`config.mk`:
```
export PLATFORM = sky130hd
export DESIGN_NAME = pe_mac_sys
export DESIGN_NICKNAME = d
export VERILOG_FILES = /design/src/rtl/pe_pkg.sv /design/src/rtl/pe_mac_unit.sv /design/src/rtl/pe_mac_sys.sv
export SDC_FILE = /design/constraint.sdc
export NUM_CORES = 2
export LEC_CHECK = 0
export CAP_MARGIN = 25
export CORE_MARGIN = 2
export CORE_UTILIZATION = 25
export CTS_CLUSTER_DIAMETER = 50
export DETAILED_ROUTE_END_ITERATION = 8
export PLACE_DENSITY = 0.45
export SLEW_MARGIN = 20
export SYNTH_ARGS = -nofsm -noshare
export SYNTH_HDL_FRONTEND = slang
export SYNTH_SLANG_ARGS = --single-unit
```
`constraint.sdc`:
```
create_clock -name clk -period 10.23 [get_ports clk]
set_clock_uncertainty 0.05 [all_clocks]
set_input_delay 2.046 -clock clk [delete_from_list [all_inputs] [get_ports clk]]
set_output_delay 2.046 -clock clk [all_outputs]
set_load 0.005 [all_outputs]
```
`src/rtl/pe_pkg.sv`:
```
// Shared types and helpers for the systolic MAC processing element.
package pe_pkg;

  // Compute FSM: IDLE while no partial sum is held, ACC while accumulating.
  typedef enum logic {
    IDLE = 1'b0,
    ACC  = 1'b1
  } pe_state_t;

  // Working width of the saturation helper. It must cover the widest accumulator in use.
  localparam int SAT_W     = 128;
  localparam int SAT_OUT_W = 64;

  // Accumulator width: a full product plus enough headroom for K_LEN additions.
  function automatic int acc_w(input int data_w, input int k_len);
    return 2 * data_w + $clog2(k_len) + 1;
  endfunction

  // Drop the fractional bits with an arithmetic shift (floor), then clamp the result
  // to the signed data_w range.
  function automatic logic signed [SAT_OUT_W-1:0] sat_trunc(
    input logic signed [SAT_W-1:0] v,
    input int                      data_w,
    input int                      frac_w
  );
    logic signed [SAT_W-1:0] shifted;
    logic signed [SAT_W-1:0] hi;
    logic signed [SAT_W-1:0] lo;
    shifted = v >>> frac_w;
    hi      = (128'sd1 <<< (data_w - 1)) - 128'sd1;
    lo      = -(128'sd1 <<< (data_w - 1));
    if (shifted > hi) begin
      shifted = hi;
    end else if (shifted < lo) begin
      shifted = lo;
    end
    return SAT_OUT_W'(shifted);
  endfunction

endpackage

```
`src/rtl/pe_mac_unit.sv`:
```
// Combinational datapath: signed multiply, accumulate, and saturated result extraction.
module pe_mac_unit
  import pe_pkg::*;
#(
  parameter int DATA_W = 32,
  parameter int FRAC_W = 16,
  parameter int ACC_W  = 67
) (
  input  logic signed [DATA_W-1:0] a,
  input  logic signed [DATA_W-1:0] w,
  input  logic signed [ACC_W-1:0]  acc,
  output logic signed [ACC_W-1:0]  acc_next,
  output logic signed [DATA_W-1:0] c_sat
);

  logic signed [2*DATA_W-1:0] prod;

  // Full-precision product. Both operands are sign-extended before the multiply.
  assign prod     = (2*DATA_W)'(a) * (2*DATA_W)'(w);
  assign acc_next = acc + ACC_W'(prod);
  assign c_sat    = DATA_W'(sat_trunc(SAT_W'(acc_next), DATA_W, FRAC_W));

endmodule

```
`src/rtl/pe_mac_sys.sv`:
```
// Systolic PE: double-buffered weights, A forwarding, K_LEN-step signed fixed-point MAC
// with a saturated C result, deferred bank swap, and sticky flagging of illegal writes.
module pe_mac_sys
  import pe_pkg::*;
#(
  parameter int DATA_W = 32,
  parameter int FRAC_W = 16,
  parameter int DEPTH  = 4,
  parameter int K_LEN  = 4
) (
  input  logic                        clk,
  input  logic                        rst,
  input  logic signed [DATA_W-1:0]    a_in,
  input  logic                        a_valid,
  output logic                        a_ready,
  output logic signed [DATA_W-1:0]    a_out,
  output logic                        a_out_valid,
  input  logic                        a_out_ready,
  input  logic signed [DATA_W-1:0]    w_in,
  input  logic                        w_we,
  input  logic [$clog2(DEPTH)-1:0]    w_addr,
  input  logic                        w_bank,
  input  logic                        swap,
  output logic                        act_bank,
  output logic signed [DATA_W-1:0]    c_out,
  output logic                        c_valid,
  input  logic                        c_ready,
  output logic                        wr_err
);

  localparam int AW    = $clog2(DEPTH);
  localparam int KW    = (K_LEN > 1) ? $clog2(K_LEN) : 1;
  localparam int ACC_W = acc_w(DATA_W, K_LEN);

  // Two weight banks. Entries are not reset.
  logic signed [DATA_W-1:0] mem [2][DEPTH];

  pe_state_t                state;
  logic [KW-1:0]            k_p0;
  logic signed [ACC_W-1:0]  acc_p0;
  logic                     swap_pend;

  logic                     accept;
  logic                     last_k;
  logic                     swap_exec;
  logic                     w_blocked;
  logic                     w_ok;
  logic signed [DATA_W-1:0] w_cur;
  logic signed [ACC_W-1:0]  acc_next;
  logic signed [DATA_W-1:0] c_sat;

  // A is taken only when both downstream slots can take new data. The cycle in which a
  // pending swap executes is kept free of compute reads, so a_ready is low then.
  assign a_ready   = rst & (~a_out_valid | a_out_ready) & (~c_valid | c_ready)
                     & ~(swap_pend & (state == IDLE));
  assign accept    = a_valid & a_ready;
  assign last_k    = (k_p0 == KW'(K_LEN - 1));
  assign swap_exec = swap_pend & (state == IDLE);

  // Writes into the active bank during an accumulation would corrupt the result.
  // Such writes are dropped.
  assign w_blocked = w_we & (w_bank == act_bank) & (state != IDLE);
  assign w_ok      = w_we & ~w_blocked;

  // The compute read is combinational. A write in the same cycle becomes visible only
  // after the clock edge, so the read returns the old value.
  assign w_cur     = mem[act_bank][AW'(k_p0)];

  pe_mac_unit #(
    .DATA_W (DATA_W),
    .FRAC_W (FRAC_W),
    .ACC_W  (ACC_W)
  ) u_mac (
    .a        (a_in),
    .w        (w_cur),
    .acc      (acc_p0),
    .acc_next (acc_next),
    .c_sat    (c_sat)
  );

  // Weight memory write port.
  always_ff @(posedge clk) begin
    if (w_ok) begin
      mem[w_bank][w_addr] <= w_in;
    end
  end

  // Stage p0 -> p1: forward every accepted A to the neighbouring PE.
  // Valid stays high through a simultaneous drain and refill.
  always_ff @(posedge clk or negedge rst) begin
    if (!rst) begin
      a_out       <= '0;
      a_out_valid <= 1'b0;
    end else if (accept) begin
      a_out       <= a_in;
      a_out_valid <= 1'b1;
    end else if (a_out_ready) begin
      a_out_valid <= 1'b0;
    end
  end

  // Accumulation FSM. A final accept registers the saturated result and restarts the sum.
  always_ff @(posedge clk or negedge rst) begin
    if (!rst) begin
      state   <= IDLE;
      k_p0    <= '0;
      acc_p0  <= '0;
      c_out   <= '0;
      c_valid <= 1'b0;
    end else if (accept && last_k) begin
      state   <= IDLE;
      k_p0    <= '0;
      acc_p0  <= '0;
      c_out   <= c_sat;
      c_valid <= 1'b1;
    end else begin
      if (c_ready) begin
        c_valid <= 1'b0;
      end
      if (accept) begin
        state  <= ACC;
        k_p0   <= k_p0 + KW'(1);
        acc_p0 <= acc_next;
      end
    end
  end

  // Bank swap: the request is latched and executes at the next idle cycle.
  // Extra requests while one is pending merge into it.
  always_ff @(posedge clk or negedge rst) begin
    if (!rst) begin
      act_bank  <= 1'b0;
      swap_pend <= 1'b0;
    end else if (swap_exec) begin
      act_bank  <= ~act_bank;
      swap_pend <= 1'b0;
    end else if (swap) begin
      swap_pend <= 1'b1;
    end
  end

  // Sticky error flag for dropped writes. Only reset clears it.
  always_ff @(posedge clk or negedge rst) begin
    if (!rst) begin
      wr_err <= 1'b0;
    end else if (w_blocked) begin
      wr_err <= 1'b1;
    end
  end

endmodule
```
==> qor.yml <==
outcome: "completed"
critPathTopFamily: "adder cells"
grt_remaining_overflow: 0
synthCells: 5302
critical_path_depth: 34
reg2reg_depth: 34
clk_latency_ns: 0.69
area_delta_synth_final_pct: 22.8
drt-total-wl_mm: 174
drt_iter0_markers: 2207
syn_area_um2: 56200
start_kind: "primary input"
fin_ws_ns: 0.254
wl_per_cell_um: 19.6
synth_edf_count: 256
yosys.area.top_type: "fa_1"
cts_tree: "yes"
clk_pin_slew_worst_paths_ns: 0.06
slew-limit-headroom_pct: 42.5
hold_viol_final: 0
synthDistinctLibCells: 72
hold-worst-slack_ns: 0.416
cp.arrival_ns: 10.46
hpwl_mm: 139
first_pass_iters: 5
min_period_ns: 9.98
die_h_um: 478
fmax_mhz: 100
start_util_pct: 25.2
max_stage_delay_ns: 0.63
grt_pass1_wl_mm: 263
worstSetupEndpointType: "flop"
drv_slew: 0
cts_sinks: 395
core_area_um2: 223000
syn_avg_cell_area_um2: 10.6
post-route-util_pct: 31.0
io_buffers: 142
drc: 0
cts-root-buf: "clkbuf_16"
crit_slowest_cell: "fa_2"
period_share_pct: 97.5
ys_seq_elements: 395
fin_tns_setup_ns: 0
detail-route-antenna-nets: 0
ios: 143
antenna_found_initial: 17
worstPathMaxFanout: 16
cts_hold_buf: 0
grt_usage_pct: 14.9
synth.yosys.seq_area_share_pct: 19.9
cts_buffers: 60
grt_pass1_vias: 42900
nets: 7392
critical_path_class: "primary input to flop"
clockBufferDepth: 3
gp_congestion: 0.821
worstMarginPinSlew_ns: 0.863
layout-drive-gt1-share_pct: 17.1
die_w_um: 478
cp.buffers_inverters: 13
synth_warnings: 0
synthArstFlopShare_pct: 35.2
grt_start_max_net_pins: 66
vias: 38200
worstHoldPathType: "flop to flop"
critical_path_required_ns: 10.71
htree_levels: 2
setup_viol: 0
synth_top_area_share_pct: 44.3
ys.flop_type: "edfxtp_1"
synth_nets: 6844
crit_top_cell: "fa_1"
hold_depth: 1
rows: 173
yosys-top-cells-area: "fa_1 44%, edfxtp_1 14%, inv_1 8.3%, dfrtp_1 6.2%, ha_1 5.0%"
routed_via_density: 4.30
pre_cts_ws_ns: -0.662
dieArea_um2: 228000
drv_cap: 0
## stage by stage
step,cells,instance area [µm²]
after floorplan,5302,56200
after global placement,8693,65300
after detailed placement,8693,65300
after CTS,8807,67500
after global routing,8876,69000
final,8881,69000
## worst register-to-register path: cells and delay by family, from the launching register on
| family | cells | cell delay (ns) |
|---|---|---|
| adders and majority gates | 9 | 4.47 |
| DFF | 1 | 0.47 |
| and+or+nand+nor | 5 | 1.02 |
| muxes | 2 | 0.91 |
| buffers and inverters | 11 | 1.44 |
| AOI/OAI and AO/OA | 7 | 1.32 |
## flip-flops by register name, summed over array words and instances, names as in the netlist
register	cells
wr_err	1
state	1
a_out	32
act_bank	1
acc_p0	67
k_p0	2
c_out	32
a_out_valid	1
c_valid	1
mem	256
swap_pend	1
## layout by cell type, fill, tap and decap left out, drive strengths merged, types with 8 or more instances in the layout
cell / count
inv: 1244
mux2: 69
clkinv: 22
dfrtp: 139
mux4: 64
nor2: 107
clkbuf: 88
and2: 361
nor3: 16
and3: 10
nand4: 33
or2: 16
xor2: 25
dlymetal6s2s: 14
a21o: 18
a21oi: 91
o211ai: 15
edfxtp: 256
o21bai: 16
o21a: 11
a22o: 39
nand2: 737
clkinvlp: 9
nand3: 19
buf: 607
fa: 1243
xnor2: 43
ha: 225
o22ai: 32
bufinv: 8
clkdlybuf4s50: 122
o21ai: 104
## metal layers
layer / global-route usage (%) / share of wire [%]
met2: 23.5 / 45
met3: 2.48 / 5.7
met5: 0 / 0
met1: 21.3 / 46
met4: 3.83 / 2.4
## cells in the mapped netlist (all sizes together) (4+ instances only)
cell type  instances
inv             1236
o211ai            15
nor2             107
and2             361
xor2              25
nor3              16
o21bai            16
o21a              11
o22ai             32
a211oi             6
buf               21
o31ai              4
mux4              64
nor2b              6
fa              1243
a22o              39
and4               6
nand4             33
nand3             19
a21oi             91
or2               16
ha               225
and3              10
nand2            737
nand2b             6
edfxtp           256
xnor2             43
nor4               7
a41o               6
or3                5
mux2              68
dfrtp            139
clkbuf           261
a21boi             7
a21o              18
o21ai            104
## worst paths after layout
kind                                         end            startpoint  slack (ns)
max in group asynchronous  a_out[21]$_DFFE_PN0P_                   rst        6.86
hold / removal                wr_err$_DFFE_PN0P_    wr_err$_DFFE_PN0P_        0.42
min in group asynchronous  acc_p0[0]$_DFFE_PN0P_                   rst        1.29
setup reg to reg           c_out[30]$_DFFE_PN0P_  act_bank$_DFFE_PN0P_        0.36
setup / recovery           c_out[30]$_DFFE_PN0P_              a_in[20]        0.25
hold reg to reg               wr_err$_DFFE_PN0P_    wr_err$_DFFE_PN0P_        0.42
## kinds of logic (layout without fill, tap and decap cells)
kind of cell | after synthesis | after routing | share of synthesized area [%]
AOI/OAI and AO/OA | 382 | 382 | 4.42
xor gates and xnor gates | 68 | 68 | 1.06
adders and majority gates | 1468 | 1468 | 49.3
buffers and inverters | 1518 | 2114 | 10.2
DFF | 395 | 395 | 19.9
muxes | 135 | 136 | 3.98
other | 0 | 7 | 0
and+or+nand+nor | 1336 | 1336 | 11.1
## what timing repair did
action | 4_1_cts | 5_1_grt
gates cloned | 0 | 19
resized for setup | 2 | 161
pin swaps | 0 | 48
setup endpoints to repair | 31 | 31
buffers inserted | 3 | 49
## area by class of cell
class | instances | area (µm²)
Sequential cell | 395 | 11200
Fill cell | 22900 | 154000
Clock buffer | 64 | 1540
Clock inverter | 47 | 578
Tap cell | 2975 | 3720
Antenna cell | 7 | 17.5
Inverter | 1236 | 4650
Timing Repair Buffer | 767 | 7440
Multi-Input combinational cell | 3390 | 39900
Power is left out: the tool's default activity adds up to more than one toggle a clock period on the data nets, which glitch-free logic cannot reach.
